[src/rtl/alu_rs.sv]
// alu_rs: reservation station in front of the combinational ALU.
// It buffers decoded ALU ops until both operands are known, by snooping the CDB.
// It then issues the lowest-index ready op into an output register that feeds the ALU.
//
// Ports:
//   clk_in, rst_in (async, active-low), rdy_in (global pause)
//   disp_*       : dispatch request; disp_ready is high while a slot is free
//   cdb_*        : common data bus broadcast (wake-up and dispatch bypass)
//   alu_*        : issue register; alu_valid/alu_ready_in handshake
//   flush_in     : present only with ALU_RS_FLUSH_EN; drops every op in flight
//
// Optional feature macro: ALU_RS_FLUSH_EN
module alu_rs #(
  parameter int ENTRIES = 4,
  parameter int TAG_W   = 4
) (
  input  logic             clk_in,
  input  logic             rst_in,
  input  logic             rdy_in,
`ifdef ALU_RS_FLUSH_EN
  input  logic             flush_in,
`endif
  input  logic             disp_valid,
  output logic             disp_ready,
  input  logic [4:0]       disp_alu_op,
  input  logic [31:0]      disp_vj,
  input  logic             disp_qj_valid,
  input  logic [TAG_W-1:0] disp_qj,
  input  logic [31:0]      disp_vk,
  input  logic             disp_qk_valid,
  input  logic [TAG_W-1:0] disp_qk,
  input  logic [TAG_W-1:0] disp_dest,
  input  logic             cdb_valid,
  input  logic [TAG_W-1:0] cdb_tag,
  input  logic [31:0]      cdb_value,
  output logic             alu_valid,
  input  logic             alu_ready_in,
  output logic [31:0]      alu_op1,
  output logic [31:0]      alu_op2,
  output logic [4:0]       alu_op,
  output logic [TAG_W-1:0] alu_dest
);

  localparam int IDX_W = (ENTRIES > 1) ? $clog2(ENTRIES) : 1;

  typedef struct packed {
    logic             vld;
    logic [4:0]       op;
    logic [31:0]      vj;
    logic             qj_v;
    logic [TAG_W-1:0] qj;
    logic [31:0]      vk;
    logic             qk_v;
    logic [TAG_W-1:0] qk;
    logic [TAG_W-1:0] dest;
  } slot_t;

  slot_t [ENTRIES-1:0] slot_q, slot_d;
  slot_t               new_ent;

  logic             alu_valid_q, alu_valid_d;
  logic [31:0]      alu_op1_q, alu_op1_d;
  logic [31:0]      alu_op2_q, alu_op2_d;
  logic [4:0]       alu_op_q, alu_op_d;
  logic [TAG_W-1:0] alu_dest_q, alu_dest_d;

  logic [ENTRIES-1:0] free_v, rdy_v;
  logic [IDX_W-1:0]   free_idx, sel_idx;
  logic               any_free, any_rdy, accept, load, flush;

`ifdef ALU_RS_FLUSH_EN
  assign flush = flush_in;
`else
  assign flush = 1'b0;
`endif

  // Slot status is taken from registered state only, so a slot freed by
  // issue this cycle is neither free for dispatch nor reselected.
  for (genvar i = 0; i < ENTRIES; i++) begin : g_stat
    assign free_v[i] = ~slot_q[i].vld;
    assign rdy_v[i]  = slot_q[i].vld & ~slot_q[i].qj_v & ~slot_q[i].qk_v;
  end

  // Lowest-index priority encoders (scan high to low, last hit wins)
  always_comb begin
    free_idx = '0;
    sel_idx  = '0;
    for (int i = ENTRIES-1; i >= 0; i--) begin
      if (free_v[i]) free_idx = IDX_W'(i);
      if (rdy_v[i])  sel_idx  = IDX_W'(i);
    end
  end

  assign any_free   = |free_v;
  assign any_rdy    = |rdy_v;
  assign disp_ready = rst_in & any_free;
  assign accept     = rdy_in & disp_valid & any_free;
  assign load       = rdy_in & (~alu_valid_q | alu_ready_in) & any_rdy;

  // Incoming op, with same-cycle CDB bypass on each pending operand
  always_comb begin
    new_ent      = '0;
    new_ent.vld  = 1'b1;
    new_ent.op   = disp_alu_op;
    new_ent.dest = disp_dest;
    new_ent.qj   = disp_qj;
    new_ent.qk   = disp_qk;
    new_ent.vj   = disp_vj;
    new_ent.vk   = disp_vk;
    new_ent.qj_v = disp_qj_valid;
    new_ent.qk_v = disp_qk_valid;
    if (cdb_valid && disp_qj_valid && (disp_qj == cdb_tag)) begin
      new_ent.vj   = cdb_value;
      new_ent.qj_v = 1'b0;
    end
    if (cdb_valid && disp_qk_valid && (disp_qk == cdb_tag)) begin
      new_ent.vk   = cdb_value;
      new_ent.qk_v = 1'b0;
    end
  end

  always_comb begin
    slot_d = slot_q;
    if (rdy_in) begin
      for (int i = 0; i < ENTRIES; i++) begin
        if (cdb_valid && slot_q[i].vld && slot_q[i].qj_v && (slot_q[i].qj == cdb_tag)) begin
          slot_d[i].vj   = cdb_value;
          slot_d[i].qj_v = 1'b0;
        end
        if (cdb_valid && slot_q[i].vld && slot_q[i].qk_v && (slot_q[i].qk == cdb_tag)) begin
          slot_d[i].vk   = cdb_value;
          slot_d[i].qk_v = 1'b0;
        end
        if (load && (sel_idx == IDX_W'(i)))  slot_d[i].vld = 1'b0;
        if (accept && (free_idx == IDX_W'(i))) slot_d[i] = new_ent;
      end
    end
    if (flush) begin
      for (int i = 0; i < ENTRIES; i++) slot_d[i].vld = 1'b0;
    end
  end

  // Issue register: data holds when nothing loads, only valid drops
  always_comb begin
    alu_valid_d = alu_valid_q;
    alu_op1_d   = alu_op1_q;
    alu_op2_d   = alu_op2_q;
    alu_op_d    = alu_op_q;
    alu_dest_d  = alu_dest_q;
    if (load) begin
      alu_valid_d = 1'b1;
      alu_op1_d   = slot_q[sel_idx].vj;
      alu_op2_d   = slot_q[sel_idx].vk;
      alu_op_d    = slot_q[sel_idx].op;
      alu_dest_d  = slot_q[sel_idx].dest;
    end else if (rdy_in && alu_ready_in) begin
      alu_valid_d = 1'b0;
    end
    if (flush) alu_valid_d = 1'b0;
  end

  always_ff @(posedge clk_in or negedge rst_in) begin
    if (!rst_in) begin
      slot_q      <= '0;
      alu_valid_q <= 1'b0;
      alu_op1_q   <= '0;
      alu_op2_q   <= '0;
      alu_op_q    <= '0;
      alu_dest_q  <= '0;
    end else begin
      slot_q      <= slot_d;
      alu_valid_q <= alu_valid_d;
      alu_op1_q   <= alu_op1_d;
      alu_op2_q   <= alu_op2_d;
      alu_op_q    <= alu_op_d;
      alu_dest_q  <= alu_dest_d;
    end
  end

  assign alu_valid = alu_valid_q;
  assign alu_op1   = alu_op1_q;
  assign alu_op2   = alu_op2_q;
  assign alu_op    = alu_op_q;
  assign alu_dest  = alu_dest_q;

endmodule

[config.mk]
export PLATFORM = sky130hd
export DESIGN_NAME = alu_rs
export DESIGN_NICKNAME = d
export VERILOG_FILES = /design/src/rtl/alu_rs.sv
export SDC_FILE = /design/constraint.sdc
export NUM_CORES = 1
export LEC_CHECK = 0
export BUFFER_PORTS_ARGS = -buffer_cell sky130_fd_sc_hd__buf_2
export CORE_ASPECT_RATIO = 1.5
export CORE_MARGIN = 10
export CORE_UTILIZATION = 30
export CTS_CLUSTER_DIAMETER = 200
export DETAILED_ROUTE_END_ITERATION = 10
export PLACE_DENSITY = 0.52
export SLEW_MARGIN = 15
export SYNTH_ARGS = -nofsm -noshare
export SYNTH_HDL_FRONTEND = slang
export SYNTH_SLANG_ARGS = --single-unit
[constraint.sdc]
create_clock -name clk_in -period 2.9 [get_ports clk_in]
set_input_delay 0.435 -clock clk_in [delete_from_list [all_inputs] [get_ports clk_in]]
set_output_delay 0.435 -clock clk_in [all_outputs]
set_load 0.05 [all_outputs]
* Yosys cells after proc, flatten, opt, wreduce, memory -nomap -nowiden
Index checks and enable logic that the tools add are counted. Widths: inputs -> output; s select.
Word-level totals: flip-flop bits (word level) 410, latch bits 0, memory bits (writable) 0, bits in read-only memories 0, input port bits 125, output and inout bits 75, word-level logic and storage cells 181, memories 0
Cells by class: add/subtract/negate cells 0, $mul 0, divide/modulo/power cells 0, magnitude comparators 1, equal/unequal tests 16, shift-type cells 0, muxes and demuxes 30, bitwise logic cells 27, reductions and logical operators 66
Operators with widths (number):
- $mux 84 | 4
- $mux 33 | 10
- $bmux 84 s2 | 1
- $mux 83 | 1
- $eq 4x4->1 | 10
- $logic_and 1x1->1 | 33
- $reduce_and 2->1 | 16
- $reduce_bool 2->1 | 13
- $mux 2 | 8
- $and 1x1->1 | 13
- $not 1->1 | 13
- $eq 2x2->1 const B | 4
- $reduce_or 4->1 | 2
- $mux 1 | 6
- $eq 2x1->1 const B | 2
- $logic_not 2->1 | 2
- $lt 2x3->1 const B | 1
- $or 1x1->1 | 1

* Depth between registers and ports, before layout
Gate-level depths: netlist of run 1.
depth after elaboration 11, gate-level depth with buffers 9, mapped depth without buffers 5

* Worst setup path before layout of run 1
OpenSTA, ideal clock, no wires.
path type input to register, start point input port cdb_tag[1], end point register slot_q[146] (netlist bit), library setup time 125 ps, data arrival time 1996 ps, data required time 2775 ps, slack 779 ps, stages on the path 8, path buffers 3, path through buf_6 -> xnor2_2 -> and3_1 -> buf_2 -> a21oi_4 -> buf_6 -> mux2_2 -> mux2_2
Between the ends: longest elaborated chain between the ends 4, elaborated cells between the ends (all ways) 8, classes of those cells eq/ne (2); mux (2); reduce/logical (4)
Ends and longest elaborated chain:
- start: declaration | line 34 | input logic [TAG_W-1:0] cdb_tag,
- $eq 4x4->1, on equally long branches | line 112, 126
- $logic_and 1x1->1, on equally long branches | line 112, 126
- $mux 33 or $reduce_bool 2->1 (tied branches)
- $mux 84 or $reduce_and 2->1 (tied branches)
- end signal: assignment | line 171 | slot_q <= slot_d;
- end: declaration | line 58 | slot_t [ENTRIES-1:0] slot_q, slot_d;
Several ways; a longest one is shown, not always the timed one. A chain may end at the register's enable or synchronous reset.

* Final worst setup path of run 1
start point register slot_q[83] (netlist bit), end point register slot_q[251] (netlist bit)
Between the ends: longest elaborated chain between the ends 7, elaborated cells between the ends (all ways) 16, classes of those cells eq/ne (2); mux (3); bitwise (5); reduce/logical (6)
Ends and longest elaborated chain:
- $and 1x1->1 (2 in series) | line 81 | assign rdy_v[i] = slot_q[i].vld & ~slot_q[i].qj_v & ~slot_q[i].qk_v;
- $reduce_or 4->1 or $mux 2 (tied branches) | line 95, 90
- $and 1x1->1 or $eq 2x2->1 (tied branches) | line 98, 134
- $logic_and 1x1->1 | line 134 | if (load && (sel_idx == IDX_W'(i))) slot_d[i].vld = 1'b0;
- $reduce_bool 2->1 (no source line)
- $reduce_and 2->1 (no source line)
Several ways; a longest one is shown, not always the timed one.

==> impl_metrics.yaml, run 1 <==
synthesis:
  yosys_warnings: 0
  syn_avg_cell_area_um2: 9.97
  synth_top_cell_area_share_pct: 51.5
  synthCells: 1997
  yosys.area.top_type: "dfrtp_1"
  synthDistinctLibCells: 47
  synth_top_flop_cell: "dfrtp_1"
  syn_area_um2: 19900
  synth-edff-count: 0
  synthTopCellsByArea: "dfrtp_1 52%, mux2i_1 9.6%, a21oi_1 5.9%"
  synth-seq-cells: 410
  syn-num-nets: 2122
  synth-seq-area-share_pct: 51.5
  postSynth.asyncResetShare_pct: 100
clock_tree:
  cts_tree: "yes"
  cts_buffers: 44
  cts_resized: 0
  cts.sinks: 410
  cts_buffer_depth: 3
  clk_pin_slew_ns: 0.06
  insertion_delay_ns: 0.59
  cts_root_buf: "clkbuf_16"
  postCtsSetupBuffers: 0
  htreeDepth: 2
drt:
  m1WireLength_um: 28500
  post_drt_wl_per_cell_um: 22.5
  firstDrtPassIters: 9
  wl_um: 68000
  dr.first_iter.drc_count: 1297
  drt-vias-per-instance: 5.24
  dr.max_layer_used: "met5"
  met3RoutedLength_um: 4100
  vias: 15800
  route.detailed.drc: 0
  dr_wl_met2_um: 33900
  antenna_left: 0
sta:
  rsz0062_at_grt: "false"
  clock_skew_ns: 0.0220
  slew_headroom_pct: 32.9
  finalSetupViolations: 0
  tns_ns: 0
  worst_pin_slew_ns: 1.01
  fin_crit_ns: 2.38
  finalHoldViolations: 0
  fmax_mhz: 421
  final_max_slew_viol_count: 0
  post-route-period-util_pct: 82.0
place:
  numPortBuffers: 199
  dp_hpwl_um: 42100
  place_congestion: 0.802
  dp.cells: 2934
floorplanning:
  dieArea_um2: 77300
  core_um2: 65800
  start_util_pct: 30.3
  rows: 115
  ios: 200
  die_h_um: 336
  dieWidth_um: 230
setup_path:
  crit_path_max_fanout: 150
  criticalPathCategory: "register to register"
  required_ns: 3.37
  crit_arrival_ns: 2.85
  endpoint_kind: "register"
  startpoint_type: "register"
global_route:
  grt_max_degree: 156
  grt_usage_pct: 17.4
  antenna_found_initial: 23
  first_global_vias: 16300
  grt_pass1_wl_um: 104000
  grt-ovfl-total: 0
min_path:
  hp-class: "primary input to register"
power:
  total_power_mw: 28.1
  p_leak_nw: 10.7
  vdd_drop_max_mv: 0.824
  p_per_area_nw_per_um2: 1200
final_layout:
  fin_cells: 3022
  drive_gt1_share_pct: 20.1
  areaGrowthSynthToFinish_pct: 17.9
  finalNetCount: 2229
  fillCellCount: 6689
outcome:
  status: "finished clean"
flow_run:
  cap_viol_max_count: 0
timing repair:
action | 4_1_cts | 5_1_grt
hold buffers | 1 | 0
endpoints found under the setup margin | 0 | 0
endpoints found under the hold margin | 44 | 0
cell usage in the layout, fill, tap and decap left out, types with 14 or more instances in the layout:
cell type,synthesis,routed
mux2i_1,192,192
dfrtp_1,410,410
xnor2_1,35,35
nand2_1,275,275
clkbuf_16,0,45
buf_2,46,198
a222oi_1,73,73
buf_4,18,27
a31oi_1,32,32
mux2_1,14,14
a21oi_2,32,30
clkbuf_8,0,14
mux2_2,50,50
a21oi_1,235,235
a22o_1,73,73
nor2_1,299,298
nand4_1,14,14
buf_12,0,25
logic make-up (layout without fill, tap and decap cells):
family / Yosys count / in the layout / share of synthesized area (%)
compound gates: 477 / 477 / 16.4
xor+xnor: 40 / 40 / 1.80
buf+inv: 200 / 342 / 4.87
flops: 410 / 410 / 51.5
mux: 256 / 256 / 13.3
other cells: 0 / 6 / 0
simple gates: 614 / 614 / 12.2
critical path: stages, from the launching register on:
cell and delay, ns:
dfrtp_1 0.52, nor3b_1 0.39, o41ai_1 0.15, buf_4 0.16, a21oi_4 0.13, buf_12 0.54, nand3_1 0.14, a21o_1 0.20
flip-flops by register name, indices dropped and copies added (netlist names):
signal,cells
alu_op2,32
alu_op1,32
alu_dest,4
alu_valid,1
alu_op,5
slot_q,336
cells in the mapped netlist, types with 14 or more instances:
cell type,number
mux2_1,14
xnor2_1,35
mux2_2,50
nand4_1,14
mux2i_1,192
a21oi_2,32
buf_1,20
a222oi_1,73
dfrtp_1,410
nand2_1,275
clkbuf_1,94
a21oi_1,235
buf_2,46
nor2_1,299
buf_4,18
a22o_1,73
a31oi_1,32
area by class of cell:
type                            instances  area [um2]  area share, %
Tap cell                              877        1100           4.67
Clock buffer                           72        1370           5.83
Timing Repair Buffer                  252        1720           7.32
Sequential cell                       410       10300           43.7
Clock inverter                          9         108          0.458
Multi-Input combinational cell       1387        8880           37.8
Inverter                                9        33.8          0.144
Antenna cell                            6        15.0         0.0640
power by group:
part           switching (mW)  internal (mW)
logic                    7.78           4.24
registers                1.69           8.59
clock network            2.41           3.40
total                    11.9           16.2
worst paths after layout:
check / slack [ns] / end / cells past startpoint / from
max: 0.52 / slot_q[251] / 7 / slot_q[83]
min: 0.10 / slot_q[162] / 3 / disp_alu_op[0]
max reg2reg: 0.52 / slot_q[251] / 7 / slot_q[83]
min reg2reg: 0.48 / slot_q[80] / 2 / slot_q[80]
max in group asynchronous: 1.19 / slot_q[207] / 3 / rst_in
min in group asynchronous: 0.37 / slot_q[79] / 2 / rst_in
through the flow:
| step | util [%] | setup slack (ns) | instance area [um2] | hold slack, ns |
|---|---|---|---|---|
| after CTS | 35.7 | 0.494 | 23500 | 0.0693 |
| after floorplan | - | 0.779 | 19900 | 0.139 |
| after detailed placement | 33.4 | 0.382 | 22000 | 0.392 |
| after global placement | 33.4 | 0.357 | 22000 | 0.390 |
| final | 35.7 | 0.523 | 23500 | 0.105 |
| after global routing | 35.7 | 0.304 | 23500 | 0.0885 |
layer usage:
| layer | global-route usage [%] | vias to the layer above |
|---|---|---|
| li1 | - | 7245 |
| met1 | 21.2 | 7962 |
| met2 | 30.3 | 485 |
| met3 | 3.77 | 116 |
| met4 | 4.60 | 24 |
| met5 | 0 | - |
No activity file was read; power rests on OpenSTA's default activity.
==> run 2: changes to the inputs <==
==> constraint.sdc (replaced) <==
create_clock -name clk_in -period 2.35 [get_ports clk_in]
set_input_delay 0.3525 -clock clk_in [delete_from_list [all_inputs] [get_ports clk_in]]
set_output_delay 0.3525 -clock clk_in [all_outputs]
set_load 0.05 [all_outputs]
==> run 2 against run 1 <==
Effect of this change:
- cell count increased by 0.93%
- non-clock buffer count increased by 32
- combinational power increased by 30%
- count of clock-buffer cells in the layout decreased by 4
- clock power increased by 20%
- critical endpoint is now alu_op2[20]
==> impl_metrics.yaml, run 2 (synthesis results as in run 1) <==
setup_path:
  required_ns: 2.76
  startpoint_type: "register"
  criticalPathCategory: "register to register"
  crit_path_max_fanout: 55
  reg2reg_slack_ns: 0.13
  crit_arrival_ns: 2.63
  endpoint_kind: "register"
sta:
  clock_skew_ns: 0.0176
  slew_headroom_pct: 42.9
  final_max_slew_viol_count: 0
  tns_ns: 0
  fin_ws_ns: 0.127
  rsz0062_at_grt: "false"
  fin_crit_ns: 2.22
  finalHoldViolations: 0
  worst_pin_slew_ns: 0.857
  post-route-period-util_pct: 94.6
  fmax_mhz: 450
  finalSetupViolations: 0
final_layout:
  areaGrowthSynthToFinish_pct: 19.6
  top_register: "slot_q"
  fin_cells: 3050
  final_cell_mix: "410 x dfrtp_1, 298 x nor2_1, 275 x nand2_1, 235 x a21oi_1, 198 x buf_2"
  final_common_cell: "dfrtp_1"
  finalNetCount: 2261
  final_cell_area_um2: 23800
  drive_gt1_share_pct: 21.3
  largest_reg_flops: 336
power:
  switchingPower_mw: 14.8
  pwr-share-comb_pct: 44.4
  p_clk_share_pct: 19.8
  p_int_mw: 20.4
  p_leak_nw: 10.9
  seqPwrFrac_pct: 35.8
  swShare_pct: 42.1
  p_per_area_nw_per_um2: 1480
  vdd_drop_max_mv: 1.43
clock_tree:
  cts_buffers: 44
  cts_tree: "yes"
  insertion_delay_ns: 0.57
  cts_root_buf: "clkbuf_16"
  cts.sinks: 410
  htreeDepth: 2
  clk_pin_slew_ns: 0.07
  cts_buffer_depth: 3
min_path:
  hp-class: "primary input to register"
drt:
  post_drt_wl_per_cell_um: 22.4
  wl_um: 68200
  antenna_left: 0
  dr.first_iter.drc_count: 1394
  firstDrtPassIters: 8
  drt-vias-per-instance: 5.20
  vias: 15900
  route.detailed.drc: 0
global_route:
  grt_pass1_wl_um: 104000
  grt_max_degree: 142
  first_global_vias: 16400
  grt-ovfl-total: 0
  grt_usage_pct: 17.3
  antenna_found_initial: 24
flow_run:
  cap_viol_max_count: 0
place:
  post-place-ws_ns: 0.0691
  dp_hpwl_um: 44100
  dp.cells: 2963
  placed_cell_area_um2: 22300
  numPortBuffers: 199
  place_congestion: 0.805
floorplanning:
  dieArea_um2: 77300
  die_h_um: 336
  ios: 200
  dieWidth_um: 230
  start_util_pct: 30.3
  rows: 115
  core_um2: 65800
outcome:
  status: "finished clean"
==> run 2: what timing repair did <==
| item | in CTS | in global routing |
|---|---|---|
| hold endpoints to repair | 23 | 0 |
| resized for setup | 0 | 3 |
| setup endpoints to repair | 0 | 43 |
| buffers inserted | 0 | 3 |
| hold buffers | 1 | 0 |
==> run 2: per-layer routing <==
metal / GRT usage, % / wire [um] / up-vias / part of all wire, %
li1: - / - / 7314 / -
met1: 20.9 / 27700 / 7893 / 41
met2: 29.8 / 34300 / 510 / 50
met3: 3.36 / 4030 / 126 / 5.9
met4: 6.65 / 2040 / 26 / 3.0
met5: 0 / 149 / - / 0.22
==> run 2: per-stage QoR <==
step / power, mW / util (%) / hold slack (ns)
2_1_floorplan: 22.7 / - / 0.0569
3_3_place_gp: 28.0 / 34.0 / 0.238
3_5_place_dp: 28.4 / 34.0 / 0.238
4_1_cts: 35.5 / 36.1 / 0.0000608
5_1_grt: 37.5 / 36.2 / 0.0238
6_report: 35.2 / 36.2 / 0.0271
==> run 2: layout make-up <==
| cell class | instances | area (um2) |
|---|---|---|
| Antenna cell | 6 | 15.0 |
| Clock buffer | 68 | 1340 |
| Clock inverter | 9 | 73.8 |
| Fill cell | 6662 | 41900 |
| Inverter | 9 | 33.8 |
| Multi-Input combinational cell | 1387 | 8890 |
| Sequential cell | 410 | 10300 |
| Tap cell | 877 | 1100 |
| Timing Repair Buffer | 284 | 2100 |
==> run 2: path summary, 6_finish.rpt <==
kind                           startpoint          end  cells past startpoint
max                           slot_q[176]  alu_op2[20]                      7
min                        disp_alu_op[1]  slot_q[163]                      3
max reg2reg                   slot_q[176]  alu_op2[20]                      7
min reg2reg                   slot_q[255]  slot_q[255]                      2
max in group asynchronous          rst_in   slot_q[82]                      3
min in group asynchronous          rst_in  slot_q[166]                      2
==> run 2: worst max-delay path, cell delays in order (launching register included) <==
cell and delay [ns]:
dfrtp_1 0.44, nor3b_4 0.33, nor3_1 0.09, or2_4 0.27
buf_12 0.23, a222oi_1 0.43, buf_4 0.20, a21oi_1 0.06
==> run 2: power by group through the flow <==
| stage | combinational [mW] | clock (mW) | sequential, mW |
|---|---|---|---|
| after global placement | 15.5 | 0 | 12.5 |
| after CTS | 15.7 | 7.17 | 12.6 |
| after global routing | 17.0 | 7.40 | 13.0 |
| final | 15.6 | 6.97 | 12.6 |
| after detailed placement | 15.7 | 0 | 12.7 |
| after floorplan | 8.30 | 0 | 14.4 |
